## config.mk

```make
export PLATFORM = sky130hd
export DESIGN_NAME = pipe_skid_reg
export DESIGN_NICKNAME = d
export VERILOG_FILES = /design/src/rtl/pipe_skid_reg.sv
export SDC_FILE = /design/constraint.sdc
export NUM_CORES = 1
export LEC_CHECK = 0
export ABC_AREA = 1
export BUFFER_PORTS_ARGS = -buffer_cell sky130_fd_sc_hd__buf_4
export CAP_MARGIN = 20
export CORE_AREA = 2 2 122 65
export CTS_BUF_LIST = sky130_fd_sc_hd__clkbuf_8
export DETAILED_ROUTE_END_ITERATION = 12
export DIE_AREA = 0 0 124 67
export PLACE_DENSITY = 0.78
export SLEW_MARGIN = 30
export SYNTH_ARGS = -nofsm -noshare
export SYNTH_HDL_FRONTEND = slang
export SYNTH_SLANG_ARGS = --single-unit
```

## constraint.sdc

```tcl
create_clock -name clk -period 3.15 [get_ports clk]
set_input_delay 0 -clock clk [delete_from_list [all_inputs] [get_ports clk]]
set_output_delay 0 -clock clk [all_outputs]
set_load 0.05 [all_outputs]
```

## src/rtl/pipe_skid_reg.sv

```systemverilog
// pipe_skid_reg
//   Pipeline stage register with a valid/ready handshake and a two-entry
//   skid buffer. in_ready depends only on registered state, so a
//   back-pressure change on out_ready never forms a combinational path
//   through the stage. A synchronous flush clears all held entries.
//
// Parameters
//   WIDTH      payload width in bits
//   RESET_VAL  value held in the data registers when they are empty
//
// Ports
//   clk        rising-edge clock
//   resetn     asynchronous active-low reset
//   flush      synchronous clear of all held entries (priority over transfers)
//   in_valid   upstream word present
//   in_ready   stage can accept a word
//   in_data    upstream payload
//   out_valid  downstream word present
//   out_ready  downstream accepts
//   out_data   downstream payload (always the main register)
//   occ        current occupancy, 0..2
module pipe_skid_reg #(
    parameter int unsigned          WIDTH     = 32,
    parameter logic [WIDTH-1:0]     RESET_VAL = '0
) (
    input  logic             clk,
    input  logic             resetn,
    input  logic             flush,
    input  logic             in_valid,
    output logic             in_ready,
    input  logic [WIDTH-1:0] in_data,
    output logic             out_valid,
    input  logic             out_ready,
    output logic [WIDTH-1:0] out_data,
    output logic [1:0]       occ
);

    typedef enum logic [1:0] {
        EMPTY = 2'd0,
        ONE   = 2'd1,
        TWO   = 2'd2
    } state_e;

    state_e           state_q, state_d;
    logic [WIDTH-1:0] main_q, main_d;
    logic [WIDTH-1:0] skid_q, skid_d;
    logic             in_fire;
    logic             out_fire;

    // Outputs are decoded from registered state only.
    assign out_valid = (state_q != EMPTY);
    assign in_ready  = (state_q != TWO);
    assign out_data  = main_q;
    assign occ       = state_q;

    assign in_fire  = in_valid & in_ready;
    assign out_fire = out_valid & out_ready;

    always_ff @(posedge clk or negedge resetn) begin
        if (!resetn) begin
            state_q <= EMPTY;
            main_q  <= RESET_VAL;
            skid_q  <= RESET_VAL;
        end else begin
            state_q <= state_d;
            main_q  <= main_d;
            skid_q  <= skid_d;
        end
    end

    always_comb begin
        state_d = state_q;
        main_d  = main_q;
        skid_d  = skid_q;
        if (flush) begin
            // Any in_fire this cycle is accepted and dropped.
            state_d = EMPTY;
            main_d  = RESET_VAL;
            skid_d  = RESET_VAL;
        end else begin
            unique case (state_q)
                EMPTY: begin
                    if (in_fire) begin
                        state_d = ONE;
                        main_d  = in_data;
                    end
                end
                ONE: begin
                    if (in_fire && out_fire) begin
                        main_d = in_data;
                    end else if (in_fire) begin
                        state_d = TWO;
                        skid_d  = in_data;
                    end else if (out_fire) begin
                        state_d = EMPTY;
                        main_d  = RESET_VAL;
                    end
                end
                TWO: begin
                    // in_ready is low here, so only a pop can occur.
                    if (out_fire) begin
                        state_d = ONE;
                        main_d  = skid_q;
                        skid_d  = RESET_VAL;
                    end
                end
                default: begin
                    state_d = EMPTY;
                    main_d  = RESET_VAL;
                    skid_d  = RESET_VAL;
                end
            endcase
        end
    end

endmodule

```

; ---- Yosys cells after proc, flatten, opt, wreduce, memory -nomap -nowiden
; Cells that the tools add are included.
[op_classes]
reduce_logical = 6
n_eq_ne = 11
bitwise = 2
mux = 17
[op_table]
columns = cell, count
row1 = $mux 32, 8
row2 = $pmux 32 s3, 2
row3 = $mux 2, 6
row4 = $ne 3x3->1 const B, 4
row5 = $ne 4x4->1 const B, 3
row6 = $reduce_and 4->1, 3
row7 = $pmux 2 s3, 1
row8 = $ne 2x2->1 const B, 2
row9 = $and 1x1->1, 2
row10 = $eq 2x1->1 const B, 1
row11 = $eq 2x2->1 const B, 1
row12 = $logic_not 2->1, 1
row13 = $reduce_bool 2->1, 1
row14 = $logic_and 1x1->1, 1
[totals]
regBits = 66
inputBits = 37

; ---- Longest topological paths before layout
[depth]
ltp_word = 7
depth_mapped = 10
mapped_depth_nobuf = 8

; ---- Least setup slack after synthesis
; No wires, ideal clock.
[synth_timing]
path_kind = reg2reg
from = register state_q[0] (netlist: occ[0])
to = register state_q[1] (netlist: occ[1])
synth_period_minus_slack_ns = 1.918
stages_incl_launch_ff = 7
n_path_buf = 2
setup_slack_ns = 1.232
t_arrival_ns = 1.822
cell_sequence = dfrtp_1 -> buf_4 -> inv_2 -> buf_2 -> nand2_1 -> nand3_1 -> o31ai_1
[synth_between]
elab_chain_len = 6
[synth_rtl]
columns = item, line_no
row1 = "start, declared", 44  ; state_e state_q, state_d;
row2 = "start signal, assigned", 65  ; state_q <= state_d;
row3 = $ne 2x2->1 *, 52  ; assign in_ready = (state_q != TWO);
row4 = via in_ready, 30  ; output logic in_ready,
row5 = $and 1x1->1 *, 56  ; assign in_fire = in_valid & in_ready;
row6 = $mux 2, 91  ; end else if (in_fire) begin
row7 = $mux 2, 89  ; if (in_fire && out_fire) begin
row8 = $pmux 2 s3, 81  ; unique case (state_q)
row9 = $mux 2, 75  ; if (flush) begin
; The timed path passes the listed nets; every way through them passes the cells marked *. The select of a mux whose other input is x is not followed.
; A chain may end at the register's enable or synchronous reset.

; ---- Worst setup path after layout
[layout_timing]
from = register state_q[0] (netlist: occ[0])
to = register state_q[1] (netlist: occ[1])
[layout_between]
elab_chain_len = 6
[layout_rtl]
columns = item, line_no
row1 = $ne 2x2->1, 52
row2 = $and 1x1->1, 56
row3 = $mux 2, 91
row4 = $mux 2, 89
row5 = $pmux 2 s3, 81
row6 = $mux 2, 75
; Several ways; a longest one is shown, not always the timed one. The select of a mux whose other input is x is not followed.

==> results.cfg <==
[routing]
finalWirelength_um = 10780
ant_nets = 0
drt_first_pass_iters = 5
wl_per_cell_um = 13.98
num_vias = 3978
drtIter0Drc = 401
remaining_drc_errors = 0
via_per_inst = 5.160

[worst_setup_path]
r2r-start = occ[0]$_DFFE_PN0P_
end_kind = register
startpoint_type = register
r2r_end = occ[1]$_DFFE_PN0P_
cp-endpoint = occ[1]$_DFFE_PN0P_
crit_start = occ[0]$_DFFE_PN0P_
r2r_cells = 4
crit_required_ns = 3.45
crit_arrival_ns = 2.91
timing_worst_setup_path_type = register to register
r2r_setup_slack_ns = 0.55
path_max_fanout = 26

[floorplan]
fp.dieW_um = 124
initial_core_util_pct = 54.21
dieArea_mm2 = 0.008308
rows = 22
core_area_mm2 = 0.007157
die_y_um = 67
io_pins = 73

[placed_design]
place.gp.congestion = 0.8184
io_buffers = 72
place_area_mm2 = 0.004365
numPlacedInstances = 731
dp_hpwl_um = 6432

[run]
max_cap_viol_count = 0

[clock_tree]
cts_setup_buffers = 0
cts_buffers = 9
cts_tree = yes
clock-sinks = 66
clock_latency_ns = 0.37
htreeDepth = 3
clkSlewWorstSetupHoldPaths_ns = 0.07
root_buffer = clkbuf_8
clockBufferDepth = 2

[timing]
setup-tns-final_ns = 0
hold_violations = 0
fin_crit_sh_pct = 82.61
finalSetupViolCount = 0
rsz0062_at_grt = false
tightest_slew_ns = 0.8900
finalCriticalPeriod_ns = 2.602
relSlewSlack_pct = 40.30
maxSlewViolCount = 0
max_freq_mhz = 384.3
finClkSkew_ns = 0.009995

[global_routing]
antenna_found_initial = 0
grt_start_max_net_pins = 67
grt_pass1_vias = 3685
overflow = 0
grt_pass1_wl_um = 17840
grt_util_all_layers_pct = 28.45

[layout]
fillers = 631
area_growth_syn_to_layout_pct = 24.22
final_cell_area_mm2 = 0.004820
final_util_pct = 67.34
fin_cells = 771
drive_above_1_share_pct = 15.26
final_nets = 708
diodes = 0

[power]
power_density_mw_per_mm2 = 543.1
power.leakage_nw = 2.880
peakVddDrop_v = 0.0003036

[synth]
syn_inst = 596
ys_seq_area_share_pct = 42.57
ys_ff_latch = 66
yosys_warnings = 0
syn_area_per_cell_um2 = 6.510
syn_nets = 633
netlist-cell-type-count = 22
syn_area_mm2 = 0.003880

[run_status]
status = complete, no violations

[worst_hold_path]
min_path_type = input pin to register
## logic make-up after synthesis
| kind of cell | synth area share, % |
|---|---|
| compound gates | 0.3549 |
| simple gates | 45.63 |
| buf+inv | 11.45 |
| flops | 42.57 |
## power by group
part / total (W) / internal, W / switching [W]
Clock: 0.000753 / 0.000422 / 0.000331
Sequential: 0.00101 / 0.000939 / 0.0000665
Combinational: 0.000859 / 0.000246 / 0.000613
## state kept, by name, summed over array words and instances, names as in the netlist
| name | cells |
|---|---|
| occ | 2 |
| out_data | 32 |
| skid_q | 32 |
## Yosys cell counts (all sizes together)
master | n | area, um^2
a31oi | 1 | 6.260
inv | 64 | 242.7
clkinv | 1 | 3.750
nand3b | 1 | 7.510
buf | 28 | 167.7
nor2 | 40 | 186.4
clkbuf | 8 | 30.03
nand2 | 294 | 1111
nor3 | 32 | 160.2
o31ai | 1 | 7.510
nand3 | 60 | 305.3
dfrtp | 66 | 1652
## worst min-delay path by stage
stage,startpoint,endpoint,depth (start not counted)
2_1_floorplan,resetn,occ[0]$_DFFE_PN0P_,0
3_3_place_gp,resetn,skid_q[16]$_DFFE_PN0P_,1
3_5_place_dp,resetn,skid_q[16]$_DFFE_PN0P_,1
4_1_cts,in_data[8],skid_q[8]$_DFFE_PN0P_,5
5_1_grt,in_data[2],skid_q[2]$_DFFE_PN0P_,5
6_report,in_data[22],skid_q[22]$_DFFE_PN0P_,5
## cells in the final DEF, fill, tap and decap left out
cell / n
dlygate4sd3_1: 25
clkinv_2: 1
buf_4: 75
inv_2: 4
a31oi_1: 1
nand3b_1: 1
nor3_1: 32
bufinv_16: 1
nand2_2: 3
clkinv_1: 1
o31ai_1: 1
inv_4: 1
nor2_4: 2
clkbuf_8: 12
nor2_8: 1
nand3_1: 59
dfrtp_1: 66
nand3_2: 1
nor2_1: 35
nor2_2: 2
inv_1: 60
nand2_1: 291
## cell type report
class / instances / area (um^2) / area share [%]
sequential: 66 / 1652 / 34.27
clock buffer: 12 / 165.2 / 3.427
multi-input combinational: 429 / 1784 / 37.02
inverter: 65 / 246.5 / 5.114
clock inverter: 3 / 38.79 / 0.8048
timing repair buffer: 100 / 813.3 / 16.87
tap: 96 / 120.1 / 2.492
## metrics by stage
stage | total power (W) | setup WS (ns) | hold slack (ns)
after floorplan | 0.001605 | 1.232 | -0.2956
after global placement | 0.001829 | 0.7576 | 0.1572
after detailed placement | 0.001847 | 0.7117 | 0.1625
after CTS | 0.002628 | 0.5970 | 0.001831
after global routing | 0.002762 | 0.4068 | 0.008928
final | 0.002618 | 0.5477 | 0.01793
## what timing repair did
item / CTS / global route
gates resized for setup: 0 / 0
endpoints found under the hold margin: 90 / 0
hold buffers: 25 / 0
## metal layers
| metal | vias up | routed length (um) | GRT usage, % |
|---|---|---|---|
| met4 | 0 | 74 | 7.725 |
| met3 | 8 | 884 | 7.277 |
| met5 | - | 0 | 0 |
| met1 | 1843 | 5002 | 39.54 |
| li1 | 1949 | - | - |
| met2 | 178 | 4816 | 44.16 |
## critical path: stages, from the launching register on
cell	delay, ns
dfrtp_1	0.56
nand3_1	0.17
clkinv_1	0.71
o31ai_1	0.51
dlygate4sd3_1	0.59
(Power assumes the default switching activity.)
